[src/rtl/scan_decoder_pkg.sv]
// scan_decoder_pkg: shared definitions for the scan/direct one-hot decoder.
//   mode_e      : Mode input encoding (direct decode vs auto-scan)
//   dwell_width : width of the dwell counter for a given DWELL
package scan_decoder_pkg;

    typedef enum logic {
        MODE_DIRECT = 1'b0,
        MODE_SCAN   = 1'b1
    } mode_e;

    // A dwell of 1 still needs a 1-bit counter so the port/reg widths stay legal.
    function automatic int dwell_width(input int dwell);
        return (dwell > 1) ? $clog2(dwell) : 1;
    endfunction

endpackage

[src/rtl/scan_decoder_dec_core.sv]
// dec_core: purely combinational N-to-2^N one-hot decoder with enable.
//   w  : select
//   En : enable; 0 forces all outputs low
//   y  : one-hot result, y[k] = 1 selects position k
module dec_core #(
    parameter int N = 4
) (
    input  logic [N-1:0]    w,
    input  logic            En,
    output logic [0:2**N-1] y
);

    always_comb begin
        y = '0;
        if (En) begin
            y[w] = 1'b1;
        end
    end

endmodule

[src/rtl/scan_decoder.sv]
// scan_decoder: registered N-to-2^N one-hot strobe generator.
// In direct mode it decodes w; in scan mode an internal index walks every
// position, holding each for DWELL cycles.
//   Clock : rising-edge clock
//   Reset : synchronous, active-high reset
//   En    : enable; 0 forces y low and freezes the scan
//   Mode  : 0 = direct decode, 1 = auto-scan
//   Load  : scan mode only, loads the index from w
//   w     : select (direct) / load value (scan)
//   y     : registered one-hot strobe, y[k] = 1 selects position k
//   Idx   : index currently decoded
//   Wrap  : one-cycle pulse when the scan index wraps to 0
module scan_decoder
    import scan_decoder_pkg::*;
#(
    parameter int N     = 4,
    parameter int DWELL = 4
) (
    input  logic            Clock,
    input  logic            Reset,
    input  logic            En,
    input  logic            Mode,
    input  logic            Load,
    input  logic [N-1:0]    w,
    output logic [0:2**N-1] y,
    output logic [N-1:0]    Idx,
    output logic            Wrap
);

    localparam int            DW         = dwell_width(DWELL);
    localparam logic [DW-1:0] DWELL_LAST = DW'(DWELL - 1);

    logic [DW-1:0]    dwell;
    logic [DW-1:0]    next_dwell;
    logic [N-1:0]     next_idx;
    logic             next_wrap;
    logic [0:2**N-1]  y_next;

    // Next index/dwell; with En low everything holds, so y re-appears as
    // one-hot(Idx) on the first enabled edge and the remaining dwell resumes.
    always_comb begin
        next_idx   = Idx;
        next_dwell = dwell;
        next_wrap  = 1'b0;
        if (En) begin
            if (mode_e'(Mode) == MODE_DIRECT || Load) begin
                next_idx   = w;
                next_dwell = '0;
            end else if (dwell == DWELL_LAST) begin
                next_dwell = '0;
                next_idx   = Idx + 1'b1;
                next_wrap  = (Idx == '1);
            end else begin
                next_dwell = dwell + 1'b1;
            end
        end
    end

    // Decoding the next index (not the current one) keeps y aligned with Idx.
    dec_core #(.N(N)) u_dec (
        .w  (next_idx),
        .En (En),
        .y  (y_next)
    );

    always_ff @(posedge Clock) begin
        if (Reset) begin
            y     <= '0;
            Idx   <= '0;
            dwell <= '0;
            Wrap  <= 1'b0;
        end else begin
            y     <= y_next;
            Idx   <= next_idx;
            dwell <= next_dwell;
            Wrap  <= next_wrap;
        end
    end

endmodule

[config.mk]
export PLATFORM = sky130hd
export DESIGN_NAME = scan_decoder
export DESIGN_NICKNAME = d
export VERILOG_FILES = /design/src/rtl/scan_decoder_pkg.sv /design/src/rtl/scan_decoder_dec_core.sv /design/src/rtl/scan_decoder.sv
export SDC_FILE = /design/constraint.sdc
export NUM_CORES = 1
export LEC_CHECK = 0
export BUFFER_PORTS_ARGS = -buffer_cell sky130_fd_sc_hd__buf_2
export CAP_MARGIN = 15
export CORE_UTILIZATION = 43
export DETAILED_ROUTE_END_ITERATION = 8
export HOLD_SLACK_MARGIN = 0.15
export PLACE_DENSITY = 0.73
export SLEW_MARGIN = 25
export SYNTH_ARGS = -nofsm -noshare
export SYNTH_HDL_FRONTEND = slang
export SYNTH_SLANG_ARGS = --single-unit
[constraint.sdc]
create_clock -name Clock -period 1.5 [get_ports Clock]
set_clock_uncertainty 0.05 [all_clocks]
set_input_delay 0.15 -clock Clock [delete_from_list [all_inputs] [get_ports Clock]]
set_output_delay 0.15 -clock Clock [all_outputs]
set_load 0.03 [all_outputs]
==> results.sh, run 1 <==
export IMPL_status="finished, violations left"
export IMPL_failed_checks="negative setup slack"
export IMPL_worst_slack_ns=-0.213
export IMPL_cp_launch_type="flop"
export IMPL_highest_metal_layer_with_signal_wires="met4"
export IMPL_cts_tree="yes"
export IMPL_initial_antenna_violation_count=0
export IMPL_timing_final_hold_violations=0
export IMPL_port_buffers=29
export IMPL_clockPowerShare=0.240
export IMPL_kind_of_cell_adding_the_most_delay_to_the_critical_path="simple AND/OR/NAND/NOR gates"
export IMPL_postCtsSetupRepairBufs=0
export IMPL_length_of_routed_met3_wiring_um=89
export IMPL_fraction_of_the_yosys_area_taken_by_sequential_cells=0.519
export IMPL_synthTopCellsByArea="sky130_fd_sc_hd__dfxtp_1, sky130_fd_sc_hd__nor4_1, sky130_fd_sc_hd__nor3_1"
export IMPL_max_vdd_ir_drop_uv=687
export IMPL_compound_cell_area_share_of_the_yosys_netlist=0.142
export IMPL_max_cap_violations=0
export IMPL_placeableCoreArea_um2=1940
export IMPL_cts_clk_slew_worst_paths_ns=0.13
export IMPL_p_comb_frac=0.228
export IMPL_synth_seq_cells=23
export IMPL_synthMuxAreaShare=0.0480
export IMPL_reg2reg_from="Idx[1]$_SDFF_PP0_"
export IMPL_postLayoutCoreUtil=0.717
export IMPL_max_clock_freq_ghz=0.584
export IMPL_totalWireLength_um=2460
export IMPL_tightest_slew_ns=0.368
export IMPL_final_instance_count_excl_fill=164
export IMPL_synth_xor_xnor_area_share=0
export IMPL_flow_area_growth_from_synthesis_pct=57.0
export IMPL_antenna_diode_count=0
export IMPL_timing_hold_ws_ns=0.210
export IMPL_synth_net_count=101
export IMPL_relSlewSlack=0.755
export IMPL_seq_power_share=0.532
export IMPL_grt_ovfl_total=0
export IMPL_postSynthCellCount=90
export IMPL_setup_violations=16
export IMPL_clock_insertion_delay_at_the_later_pin_of_the_skew_report_ns=0.31
export IMPL_worstPathCellList="ha_4 -> mux2_4 -> mux2i_4 -> or3b_4 -> nor4_1"
export IMPL_startpoint="Idx[1]$_SDFF_PP0_"
export IMPL_critPathSlowestCell="sky130_fd_sc_hd__or3b_4"
export IMPL_syn_mean_instance_area_um2=9.86
export IMPL_critPathArrivalTime_ns=1.89
export IMPL_hold_path_startpoint="w[1]"
export IMPL_synth_yosys_warnings=0
export IMPL_grt_first_pass_wirelength_um=3660
export IMPL_vias_per_cell=5.40
export IMPL_static_leakage_power_nw=0.584
export IMPL_synthSimpleGateAreaFrac=0.219
export IMPL_detail_route_first_pass_iterations=4
export IMPL_timing_critical_path_slowest_cell_delay_ns=0.44
export IMPL_minimum_clock_period_after_layout_ns=1.71
export IMPL_globalRouteTotalUtil=0.236
export IMPL_count_of_pins_on_the_block_boundary=30
export IMPL_first_iter_violations=12
export IMPL_power_density_nw_per_um2=860
export IMPL_fraction_of_layout_instances_using_a_drive_strength_above_1=0.584
export IMPL_timing_hold_worst_class="input pin to flop"
export IMPL_detail_route_drc_violations=0
export IMPL_grt_start_max_net_pins=14
export IMPL_die_width_um=47.4
export IMPL_power_total_mw=1.20
export IMPL_rows=16
export IMPL_required_ns=1.67
export IMPL_netSwitchingPower_uw=359
export IMPL_wl_met1_um=1100
export IMPL_gp_congestion=0.822
export IMPL_combinational_family_with_the_most_area_after_synthesis="simple AND/OR/NAND/NOR gates"
export IMPL_crit_fanout=8
export IMPL_root_buffer="sky130_fd_sc_hd__clkbuf_4"
export IMPL_cts_inserted_buffers=3
export IMPL_critPathCaptureType="flop"
export IMPL_path_buf_inv=0
export IMPL_sw_frac_of_total=0.300
export IMPL_first_global_vias=814
export IMPL_post_drt_wl_per_cell_um=15.0
export IMPL_post_synth_top_area_fraction=0.519
export IMPL_htree_levels=1
export IMPL_final_period_utilization=1.14
export IMPL_total_vias_in_the_final_route=886
export IMPL_adder_cell_fraction_of_synth_area=0.0282
export IMPL_post_synth_top_area_cell="sky130_fd_sc_hd__dfxtp_1"
export IMPL_crit_type="flop to flop"
export IMPL_met2_wirelength_from_detailed_routing_um=1260
export IMPL_cell_internal_pwr_uw=839
export IMPL_antenna_left=0
export IMPL_numPlacedInstances=159
export IMPL_yosysUniqueCellTypes=27
export IMPL_cts_root_to_sink_buffers=2
export IMPL_cts_sinks=23
export IMPL_nets_final=149
export IMPL_post_synth_instance_area_um2=887
export IMPL_rsz0062_at_grt="true"
export IMPL_floorplan_die_height_um=47.4
export IMPL_start_util=0.457
export IMPL_report_final_slew_viol_count=0
export IMPL_place_hpwl_um=1540
export IMPL_nFillCells=166
export IMPL_die_area_um2=2250
## routing by layer
metal,up-vias,track usage
li1,432,-
met1,429,0.309
met2,21,0.392
met3,4,0.0377
met4,0,0.0914
met5,-,0
## synthesized netlist by cell type
library cell                instances
sky130_fd_sc_hd__ha_1               2
sky130_fd_sc_hd__nor3_1             9
sky130_fd_sc_hd__nand2_1            3
sky130_fd_sc_hd__nand3b_1           2
sky130_fd_sc_hd__a21boi_0           2
sky130_fd_sc_hd__o2111ai_1          2
sky130_fd_sc_hd__mux2_2             2
sky130_fd_sc_hd__o2bb2ai_1          2
sky130_fd_sc_hd__dfxtp_1           23
sky130_fd_sc_hd__o22ai_1            4
sky130_fd_sc_hd__or3b_1             2
sky130_fd_sc_hd__a21oi_1            5
sky130_fd_sc_hd__clkbuf_1           2
sky130_fd_sc_hd__nand4_1            1
sky130_fd_sc_hd__inv_1              3
sky130_fd_sc_hd__nand3_1            2
sky130_fd_sc_hd__mux2i_1            2
sky130_fd_sc_hd__nand2b_1           1
sky130_fd_sc_hd__nor2_1             5
sky130_fd_sc_hd__nor4_1             8
sky130_fd_sc_hd__and2b_1            1
sky130_fd_sc_hd__buf_2              1
sky130_fd_sc_hd__nor2b_1            1
sky130_fd_sc_hd__a2bb2oi_1          2
sky130_fd_sc_hd__a221oi_1           1
sky130_fd_sc_hd__buf_1              1
sky130_fd_sc_hd__buf_6              1
## cell type report
class                      instances  area [um2]  share of cell area
clock inverter                     1        5.00             0.00359
clock buffer                       3        22.5              0.0162
timing repair buffer              48         298               0.214
tap                               27        33.8              0.0243
multi-input combinational         59         551               0.395
sequential                        23         472               0.339
inverter                           3        11.3             0.00809
## logic make-up (layout without fill, tap and decap cells)
group	Yosys count	in the layout
simple gates	35	35
flops	23	23
compound gates	18	18
buf+inv	8	55
mux	4	4
fa+ha+maj	2	2
## worst register-to-register path, cell delays in order (launching register included)
cell	delay (ns)
sky130_fd_sc_hd__dfxtp_4	0.37
sky130_fd_sc_hd__ha_4	0.26
sky130_fd_sc_hd__mux2_4	0.15
sky130_fd_sc_hd__mux2i_4	0.07
sky130_fd_sc_hd__or3b_4	0.44
sky130_fd_sc_hd__nor4_1	0.27
## cell usage in the layout (no fill, tap or decap), types with 2 or more instances in the layout
cell type	Yosys	layout
sky130_fd_sc_hd__a21oi_1	5	2
sky130_fd_sc_hd__nor3_2	0	3
sky130_fd_sc_hd__nor4_2	0	3
sky130_fd_sc_hd__or3b_4	0	2
sky130_fd_sc_hd__nor4_1	8	5
sky130_fd_sc_hd__nand3b_1	2	2
sky130_fd_sc_hd__a2bb2oi_2	0	2
sky130_fd_sc_hd__buf_4	0	16
sky130_fd_sc_hd__dfxtp_4	0	2
sky130_fd_sc_hd__buf_6	1	2
sky130_fd_sc_hd__o22ai_2	0	2
sky130_fd_sc_hd__dfxtp_1	23	18
sky130_fd_sc_hd__inv_1	3	3
sky130_fd_sc_hd__nor2_1	5	4
sky130_fd_sc_hd__buf_2	1	29
sky130_fd_sc_hd__clkbuf_4	0	3
sky130_fd_sc_hd__ha_4	0	2
sky130_fd_sc_hd__a21oi_4	0	2
sky130_fd_sc_hd__nor3_1	9	6
sky130_fd_sc_hd__dfxtp_2	0	3
sky130_fd_sc_hd__nand3_1	2	2
sky130_fd_sc_hd__o22ai_1	4	2
sky130_fd_sc_hd__nand2_1	3	3
## state kept, by name (all words and copies together), names as in the netlist
signal  flops
Idx         4
y          16
dwell       2
Wrap        1
## path summary, 6_finish.rpt
kind	to	slack [ns]	cells past startpoint
setup / recovery	y[14]$_SDFF_PP0_	-0.21	5
setup reg to reg	y[14]$_SDFF_PP0_	-0.21	5
hold reg to reg	dwell[1]$_SDFFE_PP0P_	0.45	2
hold / removal	y[5]$_SDFF_PP0_	0.21	4
## metrics by stage
step / TNS [ns] / instance area (um2) / setup WS (ns)
after floorplan: -1.16 / 950 / -0.112
after global placement: -2.20 / 1230 / -0.159
after detailed placement: -2.88 / 1230 / -0.212
after CTS: -1.74 / 1330 / -0.164
after global routing: -3.44 / 1390 / -0.241
final: -2.42 / 1390 / -0.213
## repair_timing
item / 4_1_cts / 5_1_grt
setup endpoints to repair: 18 / 21
endpoints found under the hold margin: 6 / 0
resized for setup: 13 / 11
hold buffers: 1 / 0
pin swaps: 3 / 4
## power groups by stage
| stage | clock (mW) | combinational (mW) | sequential (mW) |
|---|---|---|---|
| 6_report | 0.287 | 0.273 | 0.637 |
| 5_1_grt | 0.314 | 0.289 | 0.639 |
| 2_1_floorplan | 0 | 0.106 | 0.682 |
| 3_3_place_gp | 0 | 0.219 | 0.650 |
| 4_1_cts | 0.288 | 0.245 | 0.637 |
| 3_5_place_dp | 0 | 0.223 | 0.650 |
(Power assumes the default switching activity.)
==> run 2: changes to the inputs <==
Settings changed: CORE_UTILIZATION 43 to 45, CTS_BUF_LIST set to sky130_fd_sc_hd__clkbuf_2 sky130_fd_sc_hd__clkbuf_4 sky130_fd_sc_hd__clkbuf_8, PLACE_DENSITY 0.73 to 0.76.
==> results.sh, run 2 (same netlist as run 1, synthesis figures left out) <==
export IMPL_place_hpwl_um=1680
export IMPL_total_vias_in_the_final_route=971
export IMPL_nFillCells=102
export IMPL_critPathCaptureType="flop"
export IMPL_minimum_clock_period_after_layout_ns=1.83
export IMPL_status="finished, violations left"
export IMPL_postLayoutCoreUtil=0.839
export IMPL_rsz0062_at_grt="true"
export IMPL_length_of_routed_met3_wiring_um=137
export IMPL_crit_fanout=6
export IMPL_globalRouteTotalUtil=0.258
export IMPL_clock_insertion_delay_at_the_later_pin_of_the_skew_report_ns=0.32
export IMPL_final_cell_mix="sky130_fd_sc_hd__buf_2, sky130_fd_sc_hd__buf_4, sky130_fd_sc_hd__dfxtp_1"
export IMPL_cts_root_to_sink_buffers=2
export IMPL_detail_route_drc_violations=0
export IMPL_kind_of_cell_adding_the_most_delay_to_the_critical_path="simple AND/OR/NAND/NOR gates"
export IMPL_final_instance_count_excl_fill=167
export IMPL_max_clock_freq_ghz=0.546
export IMPL_root_buffer="sky130_fd_sc_hd__clkbuf_4"
export IMPL_post_place_ws_ns=-0.317
export IMPL_cts_sinks=23
export IMPL_cts_tree="yes"
export IMPL_cts_inserted_buffers=3
export IMPL_reg2reg_from="dwell[0]$_SDFFE_PP0P_"
export IMPL_vias_per_cell=5.81
export IMPL_hold_path_startpoint="w[1]"
export IMPL_relSlewSlack=0.749
export IMPL_power_density_nw_per_um2=831
export IMPL_grt_first_pass_wirelength_um=3900
export IMPL_worstPathCellList="ha_4 -> or3b_4 -> a21oi_4 -> a21oi_2 -> nor4_1"
export IMPL_floorplan_die_height_um=46.4
export IMPL_detail_route_first_pass_iterations=4
export IMPL_timing_critical_path_slowest_cell_delay_ns=0.42
export IMPL_startpoint="dwell[0]$_SDFFE_PP0P_"
export IMPL_timing_final_hold_violations=0
export IMPL_ff_to_ff_setup_slack_ns=-0.33
export IMPL_die_width_um=46.4
export IMPL_final_period_utilization=1.22
export IMPL_htree_levels=1
export IMPL_nets_final=154
export IMPL_initial_antenna_violation_count=0
export IMPL_layout_commonest_cell="sky130_fd_sc_hd__buf_2"
export IMPL_cp_launch_type="flop"
export IMPL_timing_hold_worst_class="input pin to flop"
export IMPL_first_iter_violations=29
export IMPL_antenna_left=0
export IMPL_grt_ovfl_total=0
export IMPL_die_area_um2=2150
export IMPL_numPlacedInstances=159
export IMPL_rows=15
export IMPL_required_ns=1.65
export IMPL_fraction_of_layout_instances_using_a_drive_strength_above_1=0.634
export IMPL_placeableCoreArea_um2=1780
export IMPL_antenna_diode_count=0
export IMPL_path_buf_inv=0
export IMPL_port_buffers=29
export IMPL_post_drt_wl_per_cell_um=18.0
export IMPL_critPathSlowestCell="sky130_fd_sc_hd__or3b_4"
export IMPL_setup_total_negative_slack_ns=-2.69
export IMPL_tightest_slew_ns=0.374
export IMPL_seqCellArea_um2=472
export IMPL_failed_checks="negative setup slack"
export IMPL_max_vdd_ir_drop_uv=610
export IMPL_count_of_pins_on_the_block_boundary=30
export IMPL_crit_type="flop to flop"
export IMPL_cts_clk_slew_worst_paths_ns=0.12
export IMPL_critPathArrivalTime_ns=1.98
export IMPL_report_final_slew_viol_count=0
export IMPL_totalWireLength_um=3010
export IMPL_largest_register_ff_count=16
export IMPL_met2_wirelength_from_detailed_routing_um=1520
export IMPL_grt_start_max_net_pins=14
export IMPL_gp_congestion=0.906
export IMPL_setup_violations=19
export IMPL_highest_metal_layer_with_signal_wires="met4"
export IMPL_multi_input_area_um2=628
export IMPL_static_leakage_power_nw=0.617
export IMPL_largest_register="y"
export IMPL_max_cap_violations=0
export IMPL_worst_slack_ns=-0.332
export IMPL_layout_top_registers="y (16), Idx (4), dwell (2)"
export IMPL_start_util=0.498
export IMPL_first_global_vias=833
export IMPL_flow_area_growth_from_synthesis_pct=68.7
export IMPL_wl_met1_um=1280
==> run 2: worst paths after layout <==
path                      endpoint  depth (start not counted)
max               y[14]$_SDFF_PP0_                          5
min              Idx[1]$_SDFF_PP0_                          3
min reg2reg  dwell[1]$_SDFFE_PP0P_                          2
max reg2reg       y[14]$_SDFF_PP0_                          5
==> run 2: stage by stage <==
step / area [um2] / power, mW / hold slack [ns]
finish: 1500 / 1.24 / 0.210
global route: 1500 / 1.29 / 0.233
CTS: 1420 / 1.20 / 0.196
detailed placement: 1240 / 0.881 / 0.368
global placement: 1240 / 0.872 / 0.362
floorplan: 950 / 0.789 / 0.327
==> run 2: repair_timing <==
item | 4_1_cts | 5_1_grt
setup buffers | 0 | 2
endpoints found under the hold margin | 7 | 0
hold buffers | 2 | 0
gates cloned | 0 | 1
pin swaps | 4 | 5
endpoints found under the setup margin | 19 | 20
resized for setup | 22 | 10
==> run 2: tightest hold or removal path: cells and delay by family <==
family / cells / cell delay, ns
AO/OA/AOI/OAI: 2 / 0.27
buffers and inverters: 1 / 0.13
==> run 2: layout make-up <==
type	instances	area share
Multi-Input combinational cell	60	0.420
Sequential cell	23	0.315
Timing Repair Buffer	52	0.218
Tap cell	25	0.0209
Clock buffer	3	0.0151
Inverter	3	0.00753
Clock inverter	1	0.00334
==> run 2: report_power, final <==
group          switching, mW  internal, mW
registers            0.00942         0.626
logic                  0.190         0.130
clock network          0.189        0.0999
==> run 2: layer usage <==
metal / GRT usage / vias to the layer above
met5: 0 / -
met4: 0.0647 / 0
met3: 0.0627 / 8
met2: 0.442 / 44
met1: 0.320 / 474
li1: - / 445
